<file path="config.mk">
export PLATFORM = sky130hd
export DESIGN_NAME = int8_mac_seq_flat
export DESIGN_NICKNAME = d
export VERILOG_FILES = /design/src/rtl/int8_mac_pkg.sv /design/src/rtl/int8_mac_seq_if.sv /design/src/rtl/int8_mac_acc.sv /design/src/rtl/int8_mac_seq.sv /design/src/flat_wrapper.sv
export SDC_FILE = /design/constraint.sdc
export NUM_CORES = 1
export LEC_CHECK = 0
export ABC_AREA = 1
export CORE_MARGIN = 10
export CORE_UTILIZATION = 30
export DETAILED_ROUTE_END_ITERATION = 8
export GPL_TIMING_DRIVEN = 0
export MAX_ROUTING_LAYER = met4
export PLACE_DENSITY = 0.43
export SYNTH_ARGS = -nofsm -noshare
export SYNTH_HDL_FRONTEND = slang
export SYNTH_SLANG_ARGS = --single-unit
</file>
<file path="constraint.sdc">
create_clock -name clk -period 8.3 [get_ports clk]
set_input_delay 1.66 -clock clk [delete_from_list [all_inputs] [get_ports clk]]
set_output_delay 1.66 -clock clk [all_outputs]
set_load 0.01 [all_outputs]
</file>
<file path="src/rtl/int8_mac_pkg.sv">
// int8_mac_pkg: shared FSM state type and constants for the int8 MAC sequencer.
// Buffer read latency is fixed by the M10K operand buffers upstream.
package int8_mac_pkg;

    typedef enum logic [1:0] {
        IDLE,
        FETCH,
        DRAIN,
        DONE
    } state_e;

    localparam int DEF_ITE_NUM    = 100;
    localparam int DEF_DATA_WIDTH = 8;
    localparam int DEF_ADDR_WIDTH = 10;
    localparam int DEF_ACC_WIDTH  = 32;

    localparam int RD_LAT    = 2;
    localparam int VLD_DEPTH = RD_LAT;

endpackage

</file>
<file path="src/rtl/int8_mac_seq_if.sv">
// int8_mac_seq_if: operand buffer read port plus valid/ready result port.
// master = MAC sequencer, slave = buffers/consumer side.
interface int8_mac_seq_if
    import int8_mac_pkg::*;
#(
    parameter int DATA_WIDTH = DEF_DATA_WIDTH,
    parameter int ADDR_WIDTH = DEF_ADDR_WIDTH,
    parameter int ACC_WIDTH  = DEF_ACC_WIDTH
) ();

    logic        [ADDR_WIDTH-1:0] raddr;
    logic signed [DATA_WIDTH-1:0] a_q;
    logic signed [DATA_WIDTH-1:0] w_q;
    logic signed [ACC_WIDTH-1:0]  result;
    logic                         result_valid;
    logic                         result_ready;

    modport master (
        output raddr,
        input  a_q,
        input  w_q,
        output result,
        output result_valid,
        input  result_ready
    );

    modport slave (
        input  raddr,
        output a_q,
        output w_q,
        input  result,
        input  result_valid,
        output result_ready
    );

endinterface

</file>
<file path="src/rtl/int8_mac_acc.sv">
// int8_mac_acc: signed multiply, sign-extend and accumulate with clear/enable.
// INT8_MAC_SAT_EN selects saturating addition; otherwise two's-complement wrap.
module int8_mac_acc
    import int8_mac_pkg::*;
#(
    parameter int DATA_WIDTH = DEF_DATA_WIDTH,
    parameter int ACC_WIDTH  = DEF_ACC_WIDTH
) (
    input  logic                         clk,
    input  logic                         rst,
    input  logic                         clr,
    input  logic                         en,
    input  logic signed [DATA_WIDTH-1:0] a,
    input  logic signed [DATA_WIDTH-1:0] w,
    output logic signed [ACC_WIDTH-1:0]  acc
);

    logic signed [2*DATA_WIDTH-1:0] prod;
    logic signed [ACC_WIDTH-1:0]    prod_ext;
    logic signed [ACC_WIDTH-1:0]    sum;
    logic signed [ACC_WIDTH-1:0]    acc_q;
    logic signed [ACC_WIDTH-1:0]    acc_d;

`ifdef INT8_MAC_SAT_EN
    localparam logic signed [ACC_WIDTH-1:0] SAT_MAX = {1'b0, {(ACC_WIDTH-1){1'b1}}};
    localparam logic signed [ACC_WIDTH-1:0] SAT_MIN = {1'b1, {(ACC_WIDTH-1){1'b0}}};
`endif

    always_comb begin
        prod     = a * w;
        prod_ext = ACC_WIDTH'(prod);
        sum      = acc_q + prod_ext;
`ifdef INT8_MAC_SAT_EN
        // Same-sign operands with a flipped result sign means overflow.
        if (acc_q[ACC_WIDTH-1] == prod_ext[ACC_WIDTH-1] &&
            sum[ACC_WIDTH-1] != acc_q[ACC_WIDTH-1]) begin
            sum = acc_q[ACC_WIDTH-1] ? SAT_MIN : SAT_MAX;
        end
`endif
        acc_d = acc_q;
        if (clr) begin
            acc_d = '0;
        end else if (en) begin
            acc_d = sum;
        end
    end

    always_ff @(posedge clk) begin
        if (rst) begin
            acc_q <= '0;
        end else begin
            acc_q <= acc_d;
        end
    end

    assign acc = acc_q;

endmodule

</file>
<file path="src/rtl/int8_mac_seq.sv">
// int8_mac_seq: walks buffer addresses, aligns read data to RD_LAT and
// accumulates a signed dot product (saturation via INT8_MAC_SAT_EN in int8_mac_acc).
module int8_mac_seq
    import int8_mac_pkg::*;
#(
    parameter int ITE_NUM    = DEF_ITE_NUM,
    parameter int DATA_WIDTH = DEF_DATA_WIDTH,
    parameter int ADDR_WIDTH = DEF_ADDR_WIDTH,
    parameter int ACC_WIDTH  = DEF_ACC_WIDTH
) (
    input  logic           clk,
    input  logic           rst,
    input  logic           start,
    output logic           busy,
    int8_mac_seq_if.master bus
);

    localparam logic [ADDR_WIDTH-1:0] LAST_ADDR = ADDR_WIDTH'(ITE_NUM - 1);
    localparam logic [VLD_DEPTH-1:0]  VLD_LAST  = VLD_DEPTH'(1) << (VLD_DEPTH - 1);

    state_e                       state_q;
    state_e                       state_d;
    logic        [ADDR_WIDTH-1:0] raddr_q;
    logic        [ADDR_WIDTH-1:0] raddr_d;
    logic        [VLD_DEPTH-1:0]  vld_q;
    logic        [VLD_DEPTH-1:0]  vld_d;
    logic                         acc_clr;
    logic                         acc_en;
    logic signed [ACC_WIDTH-1:0]  acc;

    always_comb begin
        state_d = state_q;
        raddr_d = raddr_q;
        vld_d   = {vld_q[VLD_DEPTH-2:0], 1'b0};
        acc_clr = 1'b0;
        case (state_q)
            IDLE: begin
                if (start) begin
                    state_d = FETCH;
                    raddr_d = '0;
                    acc_clr = 1'b1;
                end
            end
            FETCH: begin
                vld_d[0] = 1'b1;
                if (raddr_q == LAST_ADDR) begin
                    state_d = DRAIN;
                end else begin
                    raddr_d = raddr_q + 1'b1;
                end
            end
            DRAIN: begin
                // Only the final read is left, and it is consumed this cycle.
                if (vld_q == VLD_LAST) begin
                    state_d = DONE;
                end
            end
            DONE: begin
                if (bus.result_ready) begin
                    state_d = IDLE;
                end
            end
            default: state_d = IDLE;
        endcase
    end

    always_ff @(posedge clk) begin
        if (rst) begin
            state_q <= IDLE;
            raddr_q <= '0;
            vld_q   <= '0;
        end else begin
            state_q <= state_d;
            raddr_q <= raddr_d;
            vld_q   <= vld_d;
        end
    end

    assign acc_en = vld_q[VLD_DEPTH-1];

    int8_mac_acc #(
        .DATA_WIDTH (DATA_WIDTH),
        .ACC_WIDTH  (ACC_WIDTH)
    ) u_acc (
        .clk (clk),
        .rst (rst),
        .clr (acc_clr),
        .en  (acc_en),
        .a   (bus.a_q),
        .w   (bus.w_q),
        .acc (acc)
    );

    assign busy             = (state_q != IDLE);
    assign bus.raddr        = raddr_q;
    assign bus.result       = acc;
    assign bus.result_valid = (state_q == DONE);

endmodule

</file>
<file path="src/flat_wrapper.sv">
// flat-port wrapper written by rule: the top's interface ports become plain ports
module int8_mac_seq_flat import int8_mac_pkg::*;
#(
    parameter int ITE_NUM    = DEF_ITE_NUM,
    parameter int DATA_WIDTH = DEF_DATA_WIDTH,
    parameter int ADDR_WIDTH = DEF_ADDR_WIDTH,
    parameter int ACC_WIDTH  = DEF_ACC_WIDTH
)
  (clk, rst, start, busy, bus_raddr, bus_a_q, bus_w_q, bus_result, bus_result_valid, bus_result_ready);
  int8_mac_seq_if #(.DATA_WIDTH(DATA_WIDTH), .ADDR_WIDTH(ADDR_WIDTH), .ACC_WIDTH(ACC_WIDTH)) bus_i ();
  input  logic clk;
  input  logic rst;
  input  logic start;
  output logic busy;
  output wire logic [$bits(bus_i.raddr)-1:0] bus_raddr;
  input wire logic [$bits(bus_i.a_q)-1:0] bus_a_q;
  input wire logic [$bits(bus_i.w_q)-1:0] bus_w_q;
  output wire logic [$bits(bus_i.result)-1:0] bus_result;
  output wire logic [$bits(bus_i.result_valid)-1:0] bus_result_valid;
  input wire logic [$bits(bus_i.result_ready)-1:0] bus_result_ready;
  assign bus_raddr = bus_i.raddr;
  assign bus_i.a_q = bus_a_q;
  assign bus_i.w_q = bus_w_q;
  assign bus_result = bus_i.result;
  assign bus_result_valid = bus_i.result_valid;
  assign bus_i.result_ready = bus_result_ready;
  int8_mac_seq #(.ITE_NUM(ITE_NUM), .DATA_WIDTH(DATA_WIDTH), .ADDR_WIDTH(ADDR_WIDTH), .ACC_WIDTH(ACC_WIDTH)) u_core (.clk(clk), .rst(rst), .start(start), .busy(busy), .bus(bus_i));
endmodule
</file>
### Word-level counts from Yosys, hierarchy flattened

Index checks and enable logic that the tools add are counted.

* multiply operators: 1
* muxes and demuxes: 11
* add/subtract/negate cells: 2
* equality and inequality tests: 10
* reduce and logical (&&, ||, !) cells: 6

Operators by type and width (number)
* adder 32 x 16 -> 32 bit: 1
* two-way mux 10 bit: 2
* one-hot mux 10 bit (2 select lines): 1
* multiplier 8 x 8 -> 16 bit: 1
* adder 10 x 1 -> 10 bit (second input constant): 1
* equality test 10 x 7 -> 1 bit (second input constant): 1
* two-way mux 2 bit: 4
* one-hot mux 2 bit (4 select lines): 1
* equality test 2 bit (second input constant): 3
* inequality test 2 x 1 -> 1 bit (second input constant): 3
* inequality test 2 bit (second input constant): 2
* AND reduction 4 bit: 1
* nonzero test 2 bit: 2
* two-way mux 1 bit: 3
* AND reduction 3 bit: 1
* equality test 2 x 1 -> 1 bit (second input constant): 1
* zero test 2 bit: 1
* OR reduction 2 bit: 1

* logic and storage cells: 34
* register bits: 46
* output and inout bits: 44

### Depth between registers and ports, before layout

Gate-level depths: netlist of the first run.

* depth in word-level cells: 3
* mapped depth: 24

### Hierarchy

A second synthesis of the first run with hierarchy kept.

* cells, all modules: 1106
* area, all modules: 8259.2 um^2

Modules (own cells, without submodules)
* int8_mac_acc: cells an instance 964, area each 7320.8 um^2, instances 1, seq. area each 640.6 um^2
* int8_mac_seq: cells an instance 142, area each 938.4 um^2, instances 1, seq. area each 280.3 um^2

### Worst setup path before layout of the first run

Ideal clock, no wire load.

* path kind: in2reg
* start: input port bus_w_q[0]
* end: register u_core.u_acc.acc_q[20], in the netlist u_core.u_acc.acc[20]
* arrival time: 6382 ps
* setup slack: 1802 ps
* stages on the path: 21
* required time: 8185 ps
* cell sequence: clkbuf_1 nand2_1 inv_1 fa_1 inv_1 fa_1 fa_1 inv_1 fa_1 ha_1 ha_1 nand2_1 inv_1 a21oi_1 nor2_1 nor2_1 o21ai_1 nand2_1 nand2_1 o21ai_0 inv_1

* longest elaborated chain between the ends: 2

Ends and longest elaborated chain
* start: declaration: RTL line flat_wrapper.sv:17 `input wire logic [$bits(bus_i.w_q)-1:0] bus_w_q;`
* multiplier 8 x 8 -> 16 bit: RTL line int8_mac_acc.sv:30 `prod = a * w;`
* adder 32 x 16 -> 32 bit: RTL line int8_mac_acc.sv:32 `sum = acc_q + prod_ext;`
* end signal: assignment: RTL line int8_mac_acc.sv:50 `acc_q <= '0;`
* end signal: assignment: RTL line int8_mac_acc.sv:52 `acc_q <= acc_d;`
* end: declaration: RTL line int8_mac_acc.sv:21 `logic signed [ACC_WIDTH-1:0] acc_q;`

No other way between the ends.
A chain may end at the register's enable or synchronous reset.

### Worst setup path in the final report of the first run

* start: input port bus_w_q[7]
* end: register u_core.u_acc.acc_q[30], in the netlist u_core.u_acc.acc[30]

Same word-level chain as after synthesis.

==> results of run 1 <==
## how the worst min path moves through the flow
stage	from	endpoint	slack [ns]	depth (start not counted)
2_1_floorplan	u_core.vld_q[0]	u_core.vld_q[1]	0.41	2
3_3_place_gp	u_core.vld_q[0]	u_core.vld_q[1]	0.42	2
3_5_place_dp	u_core.vld_q[0]	u_core.vld_q[1]	0.42	2
4_1_cts	u_core.vld_q[0]	u_core.vld_q[1]	0.43	2
5_1_grt	u_core.vld_q[0]	u_core.vld_q[1]	0.49	2
6_report	u_core.vld_q[0]	u_core.vld_q[1]	0.43	2
## metal layers
layer  vias to the layer above  GRT usage [%]  routed length (um)
met5                         -              -                   0
met3                        17          1.371                 603
met1                      3077          18.81               11060
met4                         0          2.926                 308
met2                        89          22.30                9919
li1                       3352              -                   -
## report_power, final
| part | leakage (nW) | internal (mW) | switching (mW) |
|---|---|---|---|
| clock network | 0.0664 | 0.113 | 0.106 |
| registers | 0.373 | 0.244 | 0.0276 |
| logic | 4.50 | 1.15 | 2.10 |
| total | 4.94 | 1.51 | 2.23 |
## synthesized netlist by cell type, drive strengths merged, types with 7 or more instances
cell type  number
nand2         279
inv           240
fa            136
nor2          108
ha             75
nand3          49
dfxtp          46
a21oi          40
o21ai          28
clkbuf         18
xor2           16
nand4          13
buf             8
nor3            7
## through the flow
stage / setup WS (ns) / hold slack [ns] / total power, mW / instances / utilization (%)
finish: 1.357 / 0.4306 / 3.745 / 1481 / 34.29
global route: 0.9698 / 0.4887 / 4.248 / 1481 / 34.29
CTS: 1.313 / 0.4327 / 3.801 / 1481 / 34.29
detailed placement: 0.9969 / 0.4185 / 3.552 / 1473 / 33.73
global placement: 0.7209 / 0.4178 / 3.547 / 1473 / 33.73
floorplan: 1.802 / 0.4096 / 2.707 / 1084 / -
## sequential cells by signal, summed over array words and instances, names as in the netlist
signal and cells:
u_core.vld_q 2, u_core.bus.raddr 10, u_core.u_acc.acc 32, u_core.state_q 2
## final cells by class
type	instances	area, um2
plain buffers	26	111.4
clock buffers	5	125.1
clock inverters	3	23.77
fillers	2912	17660
inverters	242	908.4
multi-input cells	770	6218
flip-flops and latches	46	920.9
well taps	341	426.7
repair buffers	48	480.5
## cell families after synthesis
family | synth area share [%]
flops | 11.29
simple gates | 23.82
compound gates | 5.275
fa+ha+maj | 44.87
xor+xnor | 2.254
buf+inv | 12.50
## tightest hold or removal path, stage by stage (launching register included)
cell and delay [ns]:
dfxtp_1 0.30, inv_1 0.06, nor2_1 0.04
==> impl_metrics.env, run 1 <==
export IMPL_antennaDiodeCount=0
export IMPL_synth_cell_area_um2=8159
export IMPL_die_area_um2=34190
export IMPL_drt_antenna_violating_nets=0
export IMPL_ys_ff_latch=46
export IMPL_clk_pin_slew_ns=0.07
export IMPL_reg2reg_from="u_core.u_acc.acc[6]"
export IMPL_cp_end_kind="flop"
export IMPL_final_cell_area_um2=9215
export IMPL_synth_nets=1315
export IMPL_worstSetupEndpoint="u_core.u_acc.acc[30]"
export IMPL_seq_area_frac_synth_pct=11.29
export IMPL_drtIter0Drc=315
export IMPL_grt_pass1_vias=6962
export IMPL_critPathTopFamily="adder cells"
export IMPL_yosys_warnings=0
export IMPL_route_detailed_drc=0
export IMPL_synth_edf_count=0
export IMPL_cpMostUsedCell="nand2_1"
export IMPL_wl_per_cell_um=14.78
export IMPL_netlist_area_leader_share_pct=33.37
export IMPL_postCtsHoldBufs=0
export IMPL_powerDensity_nw_per_um2=406.3
export IMPL_grt_pass1_wl_mm=36.92
export IMPL_crit_cells=23
export IMPL_yosys_top_cells_area="fa_1 (33%), nand2_1 (12%), ha_1 (12%)"
export IMPL_cts_path_max_buffers=2
export IMPL_critPathBufInv=7
export IMPL_placed_area_um2=9066
export IMPL_hp_class="flop to flop"
export IMPL_fin_tns_setup_ns=0
export IMPL_fin_crit_sh_pct=83.65
export IMPL_critPathLaunchType="input port"
export IMPL_antenna_found_initial=0
export IMPL_maxSlewViolCount=0
export IMPL_cpMaxStageDelayCell="inv_1"
export IMPL_drt_total_wl_mm=21.90
export IMPL_cts_htree_levels=2
export IMPL_cts_buffers=5
export IMPL_port_buffers=48
export IMPL_rows=60
export IMPL_cp_max_fo=13
export IMPL_layout_commonest_cell="nand2_1"
export IMPL_crit_type="input port to flop"
export IMPL_rr_endpoint="u_core.u_acc.acc[23]"
export IMPL_start_util_pct=30.36
export IMPL_arrival_ns=7.15
export IMPL_fmax_ghz=0.1440
export IMPL_clock_latency_ns=0.30
export IMPL_drive_gt1_share_pct=3.860
export IMPL_rrSetupSlack_ns=3.72
export IMPL_hold_viol_final=0
export IMPL_slew_headroom_pct=10.24
export IMPL_worst_r2r_cell_count=21
export IMPL_syn_area_per_cell_um2=7.527
export IMPL_vias=6535
export IMPL_via_per_inst=4.413
export IMPL_max_stage_delay_ns=0.65
export IMPL_io_pins=64
export IMPL_grt_max_degree=25
export IMPL_die_w_um=184.9
export IMPL_core_um2=26880
export IMPL_maxCapViolCount=0
export IMPL_yosysTopAreaCell="fa_1"
export IMPL_cts_root_buf="clkbuf_16"
export IMPL_fin_crit_ns=6.943
export IMPL_grt_usage_pct=13.96
export IMPL_rsz0062_at_grt="no"
export IMPL_ys_async_sr_fraction_pct=0
export IMPL_most_common_layout_cells="nand2_1 (269), inv_1 (238), fa_1 (136), nor2_1 (105), ha_1 (75)"
export IMPL_cp_required_ns=8.51
export IMPL_synth_cell_types=38
export IMPL_finClkSkew_ns=0.004363
export IMPL_cts_resized=0
export IMPL_gp_congestion=0.8589
export IMPL_worstSetupStartpoint="bus_w_q[7]"
export IMPL_first_pass_iters=4
export IMPL_cts_setup_buffers=0
export IMPL_crit_path_cell_trace="clkdlybuf4s50_1, clkinv_1, o21ai_0, ha_1, inv_1, fa_1, inv_1, fa_1, fa_1, ha_1, ha_1, nand2_1, inv_1, nand2_2, inv_1, nand2_1, nand2_1, a21oi_1, nand2_1, nand2_1, nand3_1, nand2_1, inv_1"
export IMPL_leakagePower_nw=4.936
export IMPL_report_final_setup_viol=0
export IMPL_status="complete, no violations"
export IMPL_numClockSinks=46
export IMPL_hpwlAfterDp_mm=18.87
export IMPL_cts_tree="done"
export IMPL_syn_inst=1084
export IMPL_grt_overflow=0
export IMPL_die_height_um=184.9
export IMPL_syn2layout_area_growth_pct=12.94
export IMPL_irDropWorstVdd_mv=0.1694
export IMPL_fin_nets=1370
export IMPL_tightest_slew_ns=1.345
export IMPL_synthFlopType="dfxtp_1"
Power figures use the tool's default switching activity.
==> run 2, diff against run 1 <==
Clock period 8.3 ns to 7 ns, I/O delays scaled along.
==> run 2 against run 1 <==
- total power up 19%
- routed wire length decreased by 0.16%
- via count hardly changed
- largest cell class unchanged
- largest power group unchanged
==> impl_metrics.env, run 2 (synthesis gave the netlist of run 1 again) <==
export IMPL_status="complete, no violations"
export IMPL_cpMaxStageDelayCell="inv_1"
export IMPL_pre_cts_ws_ns=-0.04313
export IMPL_hp_class="flop to flop"
export IMPL_grt_pass1_wl_mm=36.92
export IMPL_min_from="u_core.vld_q[0]"
export IMPL_die_w_um=184.9
export IMPL_most_common_layout_cells="nand2_1 (269), inv_1 (235), fa_1 (136), nor2_1 (105), ha_1 (75)"
export IMPL_cts_buffers=5
export IMPL_route_detailed_drc=0
export IMPL_fmax_ghz=0.1525
export IMPL_finalWorstSetupSlack_ns=0.4422
export IMPL_wl_per_cell_um=14.75
export IMPL_port_buffers=48
export IMPL_finClkSkew_ns=0.005164
export IMPL_max_stage_delay_ns=0.70
export IMPL_antennaDiodeCount=0
export IMPL_swShare_pct=59.55
export IMPL_die_height_um=184.9
export IMPL_largest_register_ffs=32
export IMPL_io_pins=64
export IMPL_cp_max_fo=14
export IMPL_gp_congestion=0.8589
export IMPL_grt_max_degree=25
export IMPL_antenna_found_initial=0
export IMPL_clock_latency_ns=0.30
export IMPL_drive_gt1_share_pct=4.207
export IMPL_rows=60
export IMPL_start_util_pct=30.36
export IMPL_drtIter0Drc=323
export IMPL_core_um2=26880
export IMPL_cts_tree="done"
export IMPL_cp_end_kind="flop"
export IMPL_cp_required_ns=7.21
export IMPL_powerDensity_nw_per_um2=481.5
export IMPL_grt_pass1_vias=6962
export IMPL_cts_root_buf="clkbuf_16"
export IMPL_irDropWorstVdd_mv=0.2011
export IMPL_regArea_um2=920.9
export IMPL_p_int_mw=1.801
export IMPL_drt_antenna_violating_nets=0
export IMPL_slew_headroom_pct=40.65
export IMPL_drt_total_wl_mm=21.86
export IMPL_crit_path_cell_trace="clkbuf_1, nand2_1, fa_1, inv_1, fa_1, fa_1, fa_1, ha_1, ha_1, nand2_1, inv_1, nand2_2, inv_1, nand2_1, nand2_1, a21oi_1, nand2_1, nand2_1, nand3_1, nand2_1, inv_1"
export IMPL_critPathLaunchType="input port"
export IMPL_via_per_inst=4.407
export IMPL_rsz0062_at_grt="no"
export IMPL_cts_path_max_buffers=2
export IMPL_fin_nets=1371
export IMPL_vias=6531
export IMPL_pwr_share_comb_pct=86.9
export IMPL_fin_crit_ns=6.558
export IMPL_maxCapViolCount=0
export IMPL_clk_pin_slew_ns=0.07
export IMPL_cts_htree_levels=2
export IMPL_report_final_setup_viol=0
export IMPL_syn2layout_area_growth_pct=13.33
export IMPL_reg2reg_from="u_core.u_acc.acc[6]"
export IMPL_place_inst=1473
export IMPL_final_cell_count_no_fill=1482
export IMPL_multi_input_area_um2=6218
export IMPL_first_pass_iters=4
export IMPL_die_area_um2=34190
export IMPL_hold_viol_final=0
export IMPL_leakagePower_nw=4.925
export IMPL_p_sw_mw=2.651
export IMPL_numClockSinks=46
export IMPL_worstSetupStartpoint="bus_a_q[7]"
export IMPL_critPathBufInv=5
export IMPL_fillers=2907
export IMPL_fin_crit_sh_pct=93.68
export IMPL_tightest_slew_ns=0.8902
export IMPL_layout_commonest_cell="nand2_1"
export IMPL_crit_type="input port to flop"
export IMPL_pwr_share_seq_pct=7.2
export IMPL_cpMostUsedCell="nand2_1"
export IMPL_clkPwrFrac_pct=5.9
export IMPL_critPathTopFamily="adder cells"
export IMPL_arrival_ns=6.77
export IMPL_maxSlewViolCount=0
export IMPL_grt_usage_pct=13.96
export IMPL_hpwlAfterDp_mm=18.87
export IMPL_grt_overflow=0
[run 2: power by group through the flow]
stage                     logic, mW  clock network [mW]  registers, mW
after global placement         3.88                   0          0.330
after detailed placement       3.88                   0          0.330
after floorplan                2.88                   0          0.329
final                          3.87               0.261          0.322
after global routing           4.44               0.280          0.328
after CTS                      3.91               0.273          0.323
[run 2: layer usage]
layer / GRT usage (%) / wire length, um / up-vias
li1: - / - / 3354
met5: - / 0 / -
met2: 22.30 / 9893 / 80
met1: 18.81 / 11150 / 3080
met3: 1.371 / 507 / 17
met4: 2.926 / 308 / 0
[run 2: metrics by stage]
| stage | setup TNS (ns) | util [%] | hold WS [ns] | power, mW | instance area, um2 |
|---|---|---|---|---|---|
| floorplan | 0 | - | 0.4096 | 3.209 | 8159 |
| global placement | -3.197 | 33.73 | 0.4178 | 4.205 | 9066 |
| detailed placement | -0.04313 | 33.73 | 0.4185 | 4.212 | 9066 |
| CTS | 0 | 34.29 | 0.4327 | 4.507 | 9215 |
| global route | 0 | 34.40 | 0.4887 | 5.048 | 9246 |
| finish | 0 | 34.40 | 0.4309 | 4.452 | 9246 |
[run 2: path summary, 6_finish.rpt]
check        slack, ns              endpoint  cells past startpoint
min reg2reg       0.43       u_core.vld_q[1]                      2
min               0.43       u_core.vld_q[1]                      2
max               0.44  u_core.u_acc.acc[30]                     21
max reg2reg       2.42  u_core.u_acc.acc[23]                     21
[run 2: timing repair]
action / CTS / global route
setup buffers: 0 / 1
hold buffers: 0 / 0
resized for setup: 0 / 3
setup endpoints to repair: 0 / 2
[run 2: layout make-up]
class / count / area share (%)
inverter: 242 / 9.946
multi-input combinational: 770 / 67.25
tap: 341 / 4.614
timing repair buffer: 49 / 5.413
buffer: 26 / 1.204
sequential: 46 / 9.959
clock buffer: 5 / 1.353
clock inverter: 3 / 0.2571
[run 2: tightest hold or removal path, delay by kind of cell, from the launching register on]
family / cells / cell delay [ns]
flops: 1 / 0.30
buf+inv: 1 / 0.06
simple gates: 1 / 0.04
